File: src/rtl/tft_spi_tx_if.sv
// Sequencer-side byte handshake of the TFT SPI transmitter.
// The master drives byte strobes; the slave (transmitter) reports busy.
interface tft_spi_tx_if;
    logic       tft_transmit;
    logic       tft_dc;
    logic [7:0] tft_data;
    logic       tft_busy;

    modport master (output tft_transmit, output tft_dc, output tft_data, input tft_busy);
    modport slave  (input tft_transmit, input tft_dc, input tft_data, output tft_busy);
endinterface

File: src/rtl/tft_spi_tx.sv
// Byte-level SPI mode-0 transmitter for the TFT panel (MSB first, CS framing, D/C pin).
// Define TFT_SPI_BUF_EN to add a one-byte pending buffer in front of the shifter.
module tft_spi_tx #(
    parameter int unsigned CLK_DIV = 2
) (
    input  logic        clk,
    input  logic        rst,
    tft_spi_tx_if.slave host,
    output logic        spi_sck,
    output logic        spi_mosi,
    output logic        spi_cs_n,
    output logic        spi_dc
);
    localparam logic [1:0] ST_IDLE  = 2'd0;
    localparam logic [1:0] ST_SETUP = 2'd1;
    localparam logic [1:0] ST_SHIFT = 2'd2;
    localparam logic [1:0] ST_GAP   = 2'd3;
    localparam logic [7:0] DIV_LAST = 8'(CLK_DIV - 1);

    logic [1:0] state_r;
    logic [7:0] div_r;
    logic [2:0] bit_r;
    logic [7:0] shift_r;
    logic       busy_r;
    logic       sck_r;
    logic       mosi_r;
    logic       cs_n_r;
    logic       dc_r;
    logic       div_done_s;
    logic       gap_end_s;
    logic       load_s;
    logic [8:0] load_word_s;

    assign div_done_s = (div_r == DIV_LAST);
    assign gap_end_s  = (state_r == ST_GAP) && div_done_s;

`ifdef TFT_SPI_BUF_EN
    logic [8:0] buf_r;
    logic       buf_valid_r;
    logic       load_buf_s;
    logic       store_s;

    // Decide whether the shifter loads (from buffer first) or the strobe is parked
    always_comb begin
        load_s      = 1'b0;
        load_buf_s  = 1'b0;
        store_s     = 1'b0;
        load_word_s = {host.tft_dc, host.tft_data};
        if (buf_valid_r && ((state_r == ST_IDLE) || gap_end_s)) begin
            load_s      = 1'b1;
            load_buf_s  = 1'b1;
            load_word_s = buf_r;
        end else if (host.tft_transmit && !buf_valid_r) begin
            if (state_r == ST_IDLE) begin
                load_s = 1'b1;
            end else begin
                store_s = 1'b1;
            end
        end else begin
            load_s = 1'b0;
        end
    end

    // Pending buffer; busy mirrors the buffer occupancy
    always_ff @(posedge clk or posedge rst) begin
        if (rst) begin
            buf_r       <= 9'd0;
            buf_valid_r <= 1'b0;
            busy_r      <= 1'b0;
        end else if (load_buf_s) begin
            buf_valid_r <= 1'b0;
            busy_r      <= 1'b0;
        end else if (store_s) begin
            buf_r       <= {host.tft_dc, host.tft_data};
            buf_valid_r <= 1'b1;
            busy_r      <= 1'b1;
        end else begin
            busy_r      <= buf_valid_r;
        end
    end
`else
    // Accept a byte only when the shifter is idle
    always_comb begin
        load_word_s = {host.tft_dc, host.tft_data};
        if ((state_r == ST_IDLE) && host.tft_transmit) begin
            load_s = 1'b1;
        end else begin
            load_s = 1'b0;
        end
    end

    // Busy covers the whole frame from acceptance to the end of the CS gap
    always_ff @(posedge clk or posedge rst) begin
        if (rst) begin
            busy_r <= 1'b0;
        end else if (load_s) begin
            busy_r <= 1'b1;
        end else if (gap_end_s) begin
            busy_r <= 1'b0;
        end else begin
            busy_r <= busy_r;
        end
    end
`endif

    // Frame sequencer: CS setup, 8 SCK periods, CS-high gap
    always_ff @(posedge clk or posedge rst) begin
        if (rst) begin
            state_r <= ST_IDLE;
            div_r   <= 8'd0;
            bit_r   <= 3'd0;
            shift_r <= 8'd0;
            sck_r   <= 1'b0;
            mosi_r  <= 1'b0;
            cs_n_r  <= 1'b1;
            dc_r    <= 1'b0;
        end else if (load_s) begin
            state_r <= ST_SETUP;
            div_r   <= 8'd0;
            bit_r   <= 3'd0;
            shift_r <= load_word_s[7:0];
            mosi_r  <= load_word_s[7];
            dc_r    <= load_word_s[8];
            cs_n_r  <= 1'b0;
            sck_r   <= 1'b0;
        end else begin
            case (state_r)
                ST_IDLE: begin
                    div_r <= 8'd0;
                end
                ST_SETUP: begin
                    if (div_done_s) begin
                        state_r <= ST_SHIFT;
                        sck_r   <= 1'b1;
                        div_r   <= 8'd0;
                    end else begin
                        div_r   <= div_r + 8'd1;
                    end
                end
                ST_SHIFT: begin
                    if (!div_done_s) begin
                        div_r <= div_r + 8'd1;
                    end else begin
                        div_r <= 8'd0;
                        // MOSI only moves together with the SCK falling edge
                        if (sck_r) begin
                            sck_r   <= 1'b0;
                            shift_r <= {shift_r[6:0], 1'b0};
                            mosi_r  <= shift_r[6];
                        end else if (bit_r == 3'd7) begin
                            state_r <= ST_GAP;
                            cs_n_r  <= 1'b1;
                            bit_r   <= bit_r + 3'd1;
                        end else begin
                            bit_r   <= bit_r + 3'd1;
                            sck_r   <= 1'b1;
                        end
                    end
                end
                ST_GAP: begin
                    if (div_done_s) begin
                        state_r <= ST_IDLE;
                        div_r   <= 8'd0;
                    end else begin
                        div_r   <= div_r + 8'd1;
                    end
                end
                default: begin
                    state_r <= ST_IDLE;
                end
            endcase
        end
    end

    assign host.tft_busy = busy_r;
    assign spi_sck       = sck_r;
    assign spi_mosi      = mosi_r;
    assign spi_cs_n      = cs_n_r;
    assign spi_dc        = dc_r;
endmodule

File: src/flat_wrapper.sv
// flat-port wrapper written by rule: the top's interface ports become plain ports
module tft_spi_tx_flat 
#(
    parameter int unsigned CLK_DIV = 2
)
  (clk, rst, spi_sck, spi_mosi, spi_cs_n, spi_dc, host_tft_transmit, host_tft_dc, host_tft_data, host_tft_busy);
  tft_spi_tx_if host_i ();
  input  logic clk;
  input  logic rst;
  output logic spi_sck;
  output logic spi_mosi;
  output logic spi_cs_n;
  output logic spi_dc;
  input wire logic [$bits(host_i.tft_transmit)-1:0] host_tft_transmit;
  input wire logic [$bits(host_i.tft_dc)-1:0] host_tft_dc;
  input wire logic [$bits(host_i.tft_data)-1:0] host_tft_data;
  output wire logic [$bits(host_i.tft_busy)-1:0] host_tft_busy;
  assign host_i.tft_transmit = host_tft_transmit;
  assign host_i.tft_dc = host_tft_dc;
  assign host_i.tft_data = host_tft_data;
  assign host_tft_busy = host_i.tft_busy;
  tft_spi_tx #(.CLK_DIV(CLK_DIV)) u_core (.clk(clk), .rst(rst), .host(host_i), .spi_sck(spi_sck), .spi_mosi(spi_mosi), .spi_cs_n(spi_cs_n), .spi_dc(spi_dc));
endmodule
File: config.mk
export PLATFORM = sky130hd
export DESIGN_NAME = tft_spi_tx_flat
export DESIGN_NICKNAME = d
export VERILOG_FILES = /design/src/rtl/tft_spi_tx_if.sv /design/src/rtl/tft_spi_tx.sv /design/src/flat_wrapper.sv
export SDC_FILE = /design/constraint.sdc
export NUM_CORES = 1
export LEC_CHECK = 0
export CELL_PAD_IN_SITES_DETAIL_PLACEMENT = 0
export CELL_PAD_IN_SITES_GLOBAL_PLACEMENT = 2
export CORE_ASPECT_RATIO = 1.1
export CORE_MARGIN = 1.5
export CORE_UTILIZATION = 35
export CTS_CLUSTER_DIAMETER = 50
export DETAILED_ROUTE_END_ITERATION = 10
export DONT_BUFFER_PORTS = 1
export PLACE_DENSITY_LB_ADDON = 0.1
export SLEW_MARGIN = 10
export SYNTH_ARGS = -nofsm -noshare
export SYNTH_HDL_FRONTEND = slang
export SYNTH_SLANG_ARGS = --single-unit
File: constraint.sdc
create_clock -name clk -period 1.75 [get_ports clk]
set_input_delay 0.175 -clock clk [delete_from_list [all_inputs] [get_ports clk]]
set_output_delay 0.175 -clock clk [all_outputs]
set_load 0.01 [all_outputs]
==> results of run 1 <==
==> placed cells by master (no fill, tap or decap), types with 3 or more instances in the layout <==
cell / n
inv_1: 5
dfrtp_1: 24
a21oi_1: 8
nor2_1: 18
xor2_1: 6
nor3_1: 3
ha_1: 11
clkbuf_8: 3
buf_4: 4
mux2i_1: 7
nand3_1: 10
nand2_1: 14
o21ai_0: 6
==> path summary, 6_finish.rpt <==
path	from	cells past startpoint	end	slack, ns
worst min register to register	u_core.shift_r[0]	2	u_core.shift_r[0]	0.51
worst max-delay path	u_core.state_r[0]	6	u_core.state_r[0]	0.12
min in group asynchronous	rst	3	u_core.div_r[4]	0.40
max in group asynchronous	rst	3	u_core.spi_cs_n	1.06
worst min-delay path	host_tft_data[0]	2	u_core.shift_r[0]	0.02
worst max register to register	u_core.state_r[0]	6	u_core.state_r[0]	0.12
==> registers in the layout (all words and copies together) (netlist names) <==
register              flops
u_core.div_r              8
u_core.spi_dc             1
u_core.shift_r            7
u_core.spi_cs_n           1
u_core.spi_mosi           1
u_core.bit_r              3
u_core.spi_sck            1
u_core.state_r            2
u_core.host.tft_busy      1
==> cell type report <==
cell class                      count  area share
Timing Repair Buffer                6      0.0400
Clock buffer                        4      0.0300
Multi-Input combinational cell     99       0.458
Sequential cell                    25       0.417
Tap cell                           50      0.0417
Inverter                            5      0.0125
==> metrics by stage <==
stage | power [µW] | hold WS [ns] | worst slack [ns] | cell area, µm² | utilization
6_report | 2320 | 0.0173 | 0.124 | 1500 | 0.411
5_1_grt | 2530 | 0.0243 | 0.0113 | 1500 | 0.411
4_1_cts | 2350 | 0.00990 | 0.0975 | 1500 | 0.409
3_5_place_dp | 2010 | 0.138 | 0.134 | 1440 | 0.394
3_3_place_gp | 2000 | 0.139 | 0.137 | 1440 | 0.394
2_1_floorplan | 1730 | 0.202 | 0.146 | 1340 | -
==> power breakdown <==
group	switching, µW	total, µW	internal (µW)
Clock	176	338	162
Combinational	570	1030	461
Sequential	180	955	775
==> cells by family after synthesis <==
logic type | synth area share
AO/OA/AOI/OAI | 0.0935
XOR/XNOR | 0.0458
adder cells (fa/ha/maj) | 0.103
buffers and inverters | 0.0224
flip-flops | 0.468
multiplexers | 0.0523
AND/OR/NAND/NOR | 0.215
==> per-layer routing <==
| layer | share of wire | vias up | wire length (µm) | GRT usage |
|---|---|---|---|---|
| li1 | - | 470 | - | - |
| met1 | 0.47 | 437 | 1160 | 0.156 |
| met2 | 0.49 | 10 | 1210 | 0.225 |
| met3 | 0.027 | 2 | 66 | 0.0189 |
| met4 | 0.0073 | 0 | 18 | 0.0399 |
| met5 | 0 | - | 0 | 0 |
==> worst reg2reg max path: stages (launching register included) <==
cell and delay (ns):
dfrtp_1 0.44, inv_1 0.15, ha_1 0.33, inv_1 0.07, o22ai_1 0.29, a22oi_2 0.10
a2bb2oi_1 0.15
==> timing repair <==
action / in CTS / in global routing
resized for setup: 0 / 1
hold buffers: 1 / 0
setup endpoints to repair: 0 / 1
hold endpoints to repair: 24 / 0
==> key figures, run 1 <==
Timing
  – Tcrit/Tclk final: 0.929
  – Layout Skew: roughly 0.0047 ns
  – RSZ-0062 raised after global routing: false
  – Post-Route Setup TNS: 0 ns
  – Slew Viols, Final: 0
  – Max Fclk: 615 MHz
  – Hold Fails Final Rpt: 0
  – Tmin final: about 1.6 ns
  – Setup violators final: 0
  – Max-slew headroom: 0.786
  – Transition time of the tightest slew-check pin: 0.321 ns

Floorplanning
  – Starting Density: 0.366
  – Die width: slightly above 60 µm
  – Core area: 0.00365 mm²
  – Total Die Area: approximately 0.0042 mm²
  – Die H: a little under 70 µm
  – Cell row count: 23
  – Ports: 17

Setup path
  – Most frequent CP cell: inv_1
  – Crit path max-delay family: compound AO/OA/AOI/OAI gates
  – CP endpoint kind: flop
  – Worst setup SP type: flop
  – Crit path DAT: ~1.8 ns
  – WP buf/inv: 2
  – Critical path type: reg -> reg
  – CP max stage cell: dfrtp_1
  – Cell chain of the critical path: inv_1, ha_1, inv_1, o22ai_1, a22oi_2, a2bb2oi_1
  – CP Max Fanout: 5
  – Crit-path max cell delay: between 0.4 and 0.5 ns
  – Req. time, crit path: between 1.5 and 2 ns

Synth
  – Async S/R FF share, synth: 1.00
  – Synthesized area per cell: around 10 µm²
  – Yosys top cell area share: 0.449
  – Top post-synthesis cells by area: dfrtp_1, ha_1, mux2i_1
  – Post-synthesis cell area: 0.00134 mm²
  – Cell taking the most area after synthesis: dfrtp_1
  – Seq/Total Area, Yosys: 0.468
  – Post-Syn Instances: 132
  – Yosys reg bits: 25
  – Commonest cells post-synth: dfrtp_1, nor2_1, nand2_1, ha_1, nand3_1
  – Most common cell in the synthesized netlist: dfrtp_1
  – Primary FF master, synth: dfrtp_1
  – Synth unique cells: 28
  – Post-Syn Nets: between 150 and 200
  – Number of synthesized flops with an enable pin: 0
  – Syn. warnings: 0

Place
  – DP HPWL: roughly 1.8 mm
  – Gp weighted congestion: approximately 0.75
  – Port Buf Inserts: 0
  – Placed insts: between 150 and 200

CTS
  – H-tree levels: 1
  – CTS tree: yes
  – Clk_lat worst skew: roughly 0.26 ns
  – Post-CTS setup buffer count: 0
  – CTS buffer count: 3
  – Clock buffer depth: 2
  – Clk slew on worst S/H paths: roughly 0.09 ns
  – Sink Count: 25
  – Clock Root Buffer: clkbuf_8

Detailed routing
  – Vias: slightly above 900
  – Drt pass-1 iters: 3
  – Wire length per cell: 13.0 µm
  – WL final: around 2.5 mm
  – DRT iter0 DRCs: 48
  – Vias per inst: between 4 and 5
  – DRC viols: 0
  – Antenna-violating nets left: 0

GRT
  – GRT Total Usage: 0.127
  – Number of global-route vias before repair: 893
  – Initial antenna violation count: 0
  – Largest net degree at the start of global routing: 26
  – Remaining Overflow, GRT: 0
  – First-pass GRT wire length: 3.99 mm

Layout
  – Storage cell area: 627 µm²
  – Final net count: 163
  – Layout fillers: roughly 380
  – Area of the multi-input gates: 688 µm²
  – Layout cells sized above 1: 0.129
  – Layout area overhead: 12.1%
  – Non-filler instance count after layout: between 150 and 200
  – Diodes inserted: 0

Power and ir drop
  – Pwr/cell area: 1550 mW/mm²
  – Lkg Pwr: about 0.00073 µW
  – Maximum VDD drop: ~0.53 mV

Outcome
  – Status: complete, no violations

Min path
  – Hold WC Path Type: in -> reg

Flow run
  – Max Cap Viol: 0
Note: power is estimated with default switching activity, not from simulation.
==> run 2, diff against run 1 <==
--- a/config.mk
+++ b/config.mk
@@ -5,6 +5,7 @@
 export SDC_FILE = /design/constraint.sdc
 export NUM_CORES = 1
 export LEC_CHECK = 0
+export ABC_AREA = 1
 export CELL_PAD_IN_SITES_DETAIL_PLACEMENT = 0
 export CELL_PAD_IN_SITES_GLOBAL_PLACEMENT = 2
 export CORE_ASPECT_RATIO = 1.1
==> run 2 against run 1 <==
Net effect:
- largest cell class unchanged
- routed wire length is 30% higher
- final cell count increased by 37%
- area after synthesis grew 10%
- clock skew shrank 0.0023 ns
- synthesized cell count grew 50%
- clock power up 3%
- combinational power up 32%
- critical endpoint is now u_core.bit_r[2]
- largest power group unchanged
==> key figures, run 2 <==
Synth
  – Post-Syn Instances: 198 (+50%)
  – Simple-gate share of the synthesized area: 0.374 (+0.159)
  – Cell taking the most area after synthesis: dfrtp_1
  – Post-synthesis cell area: 0.00148 mm² (+10%)
  – Async S/R FF share, synth: 1.00 (unchanged)
  – Synth Area in Compound Gates: 0.0169 (-0.0765)
  – Synthesized area per cell: 7.46 µm² (-26%)
  – Yosys reg bits: 25 (unchanged)
  – Post-Syn Nets: 221 (+43%)
  – Yosys top cell area share: 0.407 (-0.0418)
  – Commonest cells post-synth: nand2_1, dfrtp_1, nor2_1, inv_1
  – Synth Area in Adders: 0.0932 (-0.00958)
  – Seq/Total Area, Yosys: 0.425 (-0.0436)
  – Syn. warnings: 0 (unchanged)
  – Number of synthesized flops with an enable pin: 0 (unchanged)
  – Top post-synthesis cells by area: dfrtp_1, nand2_1, ha_1
  – Mux share of post-synthesis cell area: 0 (-0.0523)
  – Most common cell in the synthesized netlist: nand2_1
  – Synth unique cells: 23 (-18%)
  – Xor/xnor share of the synthesized area: 0.0119 (-0.0339)
  – Largest family of logic cells by synthesized area: simple AND/OR/NAND/NOR gates
  – Primary FF master, synth: dfrtp_1

Layout
  – Diodes inserted: 0 (unchanged)
  – Commonest non-fill, non-tap cell in the layout: nand2_1
  – Final net count: 230 (+41%)
  – Most frequent cells in the layout: nand2_1, dfrtp_1, nor2_1
  – Area of the multi-input gates: 732 µm² (+6.4%)
  – Final non-filler cell area: 0.00163 mm² (+8.3%)
  – Number of flip-flops under the largest register name: 8 (unchanged)
  – Utilization after layout: 0.407 (-0.00355)
  – Layout cells sized above 1: 0.0971 (-0.0324)
  – Top Registers: u_core.div_r: 8 flops, u_core.shift_r: 7 flops, u_core.bit_r: 3 flops
  – Layout fillers: 430 (+14%)
  – Storage cell area: 627 µm² (unchanged)
  – Layout area overhead: 10.2%
  – Register name with the most flops: u_core.div_r

CTS
  – H-tree levels: 1 (unchanged)
  – CTS buffer count: 3 (unchanged)
  – Post_cts resized: 0 (unchanged)
  – Sink Count: 25 (unchanged)
  – Clock buffer depth: 2 (unchanged)
  – CTS tree: yes
  – Clk_lat worst skew: 0.27 ns (about the same)
  – Clk slew on worst S/H paths: 0.09 ns (about the same)
  – Post-CTS setup buffer count: 0 (unchanged)
  – Hold_buf cts: 1 (unchanged)
  – Clock Root Buffer: clkbuf_8

Setup path
  – Crit path DAT: 1.76 ns (-0.02 ns)
  – CP Max Fanout: 7 (+2)
  – Critical path launch point: u_core.state_r[0]
  – Worst reg2reg path depth: 9 (+3)
  – Critical path type: reg -> reg
  – R2r endpoint: u_core.bit_r[2]
  – Origin of the critical flop-to-flop path: u_core.state_r[0]
  – Worst setup SP type: flop
  – CP endpoint kind: flop
  – End point of the critical path: u_core.bit_r[2]
  – Req. time, crit path: 1.92 ns (+0.02 ns)
  – R2R Setup Slk: 0.16 ns (+0.03 ns)

Timing
  – Hold Fails Final Rpt: 0 (unchanged)
  – Tmin final: 1.59 ns (-0.0309 ns)
  – Setup violators final: 0 (unchanged)
  – RSZ-0062 raised after global routing: false
  – Max-slew headroom: 0.692 (-0.0941)
  – Tcrit/Tclk final: 0.911 (-0.0177)
  – Slew Viols, Final: 0 (unchanged)
  – Layout Skew: 0.00245 ns (-0.00227 ns)
  – Post-Route Setup TNS: 0 ns (unchanged)
  – Transition time of the tightest slew-check pin: 0.462 ns (+0.141 ns)
  – Worst setup slack after layout: 0.155 ns (+0.0309 ns)
  – Max Fclk: 627 MHz (+1.9%)

GRT
  – Initial antenna violation count: 0 (unchanged)
  – Number of global-route vias before repair: 1219 (+37%)
  – GRT Total Usage: 0.151 (+0.0235)
  – Largest net degree at the start of global routing: 15 (-42%)
  – First-pass GRT wire length: 5.38 mm (+35%)
  – Remaining Overflow, GRT: 0 (unchanged)

Min path
  – Hold WC Path Type: in -> reg
  – Worst hold path depth: 2 (unchanged)

Flow run
  – Max Cap Viol: 0 (unchanged)

Place
  – DP HPWL: 2.46 mm (+36%)
  – Dpl cell area: 0.00157 mm² (+9.0%)
  – Gp weighted congestion: 0.726 (-3.5%)
  – Pre-CTS setup slack: 0.152 ns (+0.0176 ns)
  – Port Buf Inserts: 0 (unchanged)

Floorplanning
  – Die H: 71.1 µm (+4.8%)
  – Cell row count: 24 (+4.3%)
  – Ports: 17 (unchanged)
  – Starting Density: 0.370 (+0.00336)
  – Total Die Area: 0.00462 mm² (+9.8%)
  – Die width: 64.9 µm (+4.8%)
  – Core area: 0.00399 mm² (+9.3%)

Detailed routing
  – DRC viols: 0 (unchanged)
  – Drt pass-1 iters: 4 (+1)
  – WL final: 3.19 mm (+30%)
  – Antenna-violating nets left: 0 (unchanged)
  – DRT iter0 DRCs: 27 (-44%)
  – Vias per inst: 4.79 (-1.5%)
  – Wire length per cell: 12.4 µm (-4.9%)
  – Vias: 1236 (+34%)

Power and ir drop
  – Power Total: 2650 µW (+14%)
  – Pwr/cell area: 1630 mW/mm² (+5.4%)
  – Maximum VDD drop: 0.622 mV (+17%)
  – Lkg Pwr: 0.000884 µW (+21%)

Outcome
  – Status: complete, no violations
## run 2: changes by cell type after synthesis, sizes merged, moves of 2 or more
cell and change:
nor2 +2, a21oi -8, inv +16, buf +6
nand2 +64, mux2i -7, clkbuf -3, o21ai -2
or2 +3, nand4 +9, and3 -2, nor4 -2
xor2 -5, nand3 +2
## run 2: power by group
group | switching, µW | total, µW | internal [µW]
Combinational | 852 | 1360 | 507
Sequential | 161 | 946 | 785
Clock | 188 | 348 | 159
## run 2: final cells by class
class                           instances  area share
Timing Repair Buffer                   10      0.0477
Tap cell                               52      0.0400
Clock inverter                          1     0.00308
Inverter                               21      0.0485
Clock buffer                            3      0.0254
Multi-Input combinational cell        146       0.450
Sequential cell                        25       0.385
## run 2: worst min-delay path by stage
stage	slack, ns	end	startpoint
after floorplan	0.20	u_core.bit_r[0]	rst
after global placement	0.09	u_core.spi_mosi	rst
after detailed placement	0.1	u_core.spi_mosi	rst
after CTS	0.006	u_core.spi_dc	host_tft_dc
after global routing	0.005	u_core.spi_dc	host_tft_dc
final	0.01	u_core.spi_dc	host_tft_dc
## run 2: logic make-up after synthesis
group | count (synthesis)
AOI/OAI and AO/OA | 5
xor gates and xnor gates | 2
adders and majority gates | 11
buffers and inverters | 27
DFF | 25
and+or+nand+nor | 128
## run 2: stage by stage
stage          instances  hold WS, ns
6_report             258       0.0142
5_1_grt              258      0.00462
4_1_cts              258      0.00638
3_5_place_dp         253       0.0983
3_3_place_gp         253       0.0919
2_1_floorplan        198        0.202
## run 2: metal layers
layer,global-route usage,vias to the layer above,part of all wire
li1,-,632,-
met1,0.183,583,0.45
met2,0.269,17,0.51
met3,0.0207,4,0.025
met4,0.0567,0,0.014
met5,0,-,0
## run 2: critical path: stages (launching register included)
cell and delay [ns]:
dfrtp_1 0.38, inv_1 0.12, ha_1 0.21, nand2_4 0.09
inv_2 0.09, or2_1 0.20, buf_4 0.16, nand3_1 0.11
nand2_1 0.08, nand2_1 0.05
==> run 3, diff against run 2 <==
--- a/config.mk
+++ b/config.mk
@@ -15,6 +15,7 @@
 export DETAILED_ROUTE_END_ITERATION = 10
 export DONT_BUFFER_PORTS = 1
 export PLACE_DENSITY_LB_ADDON = 0.1
+export SKIP_LAST_GASP = 1
 export SLEW_MARGIN = 10
 export SYNTH_ARGS = -nofsm -noshare
 export SYNTH_HDL_FRONTEND = slang
==> results of run 3 <==
Same layout as run 2: the final DEF is identical, and so are final timing and power.
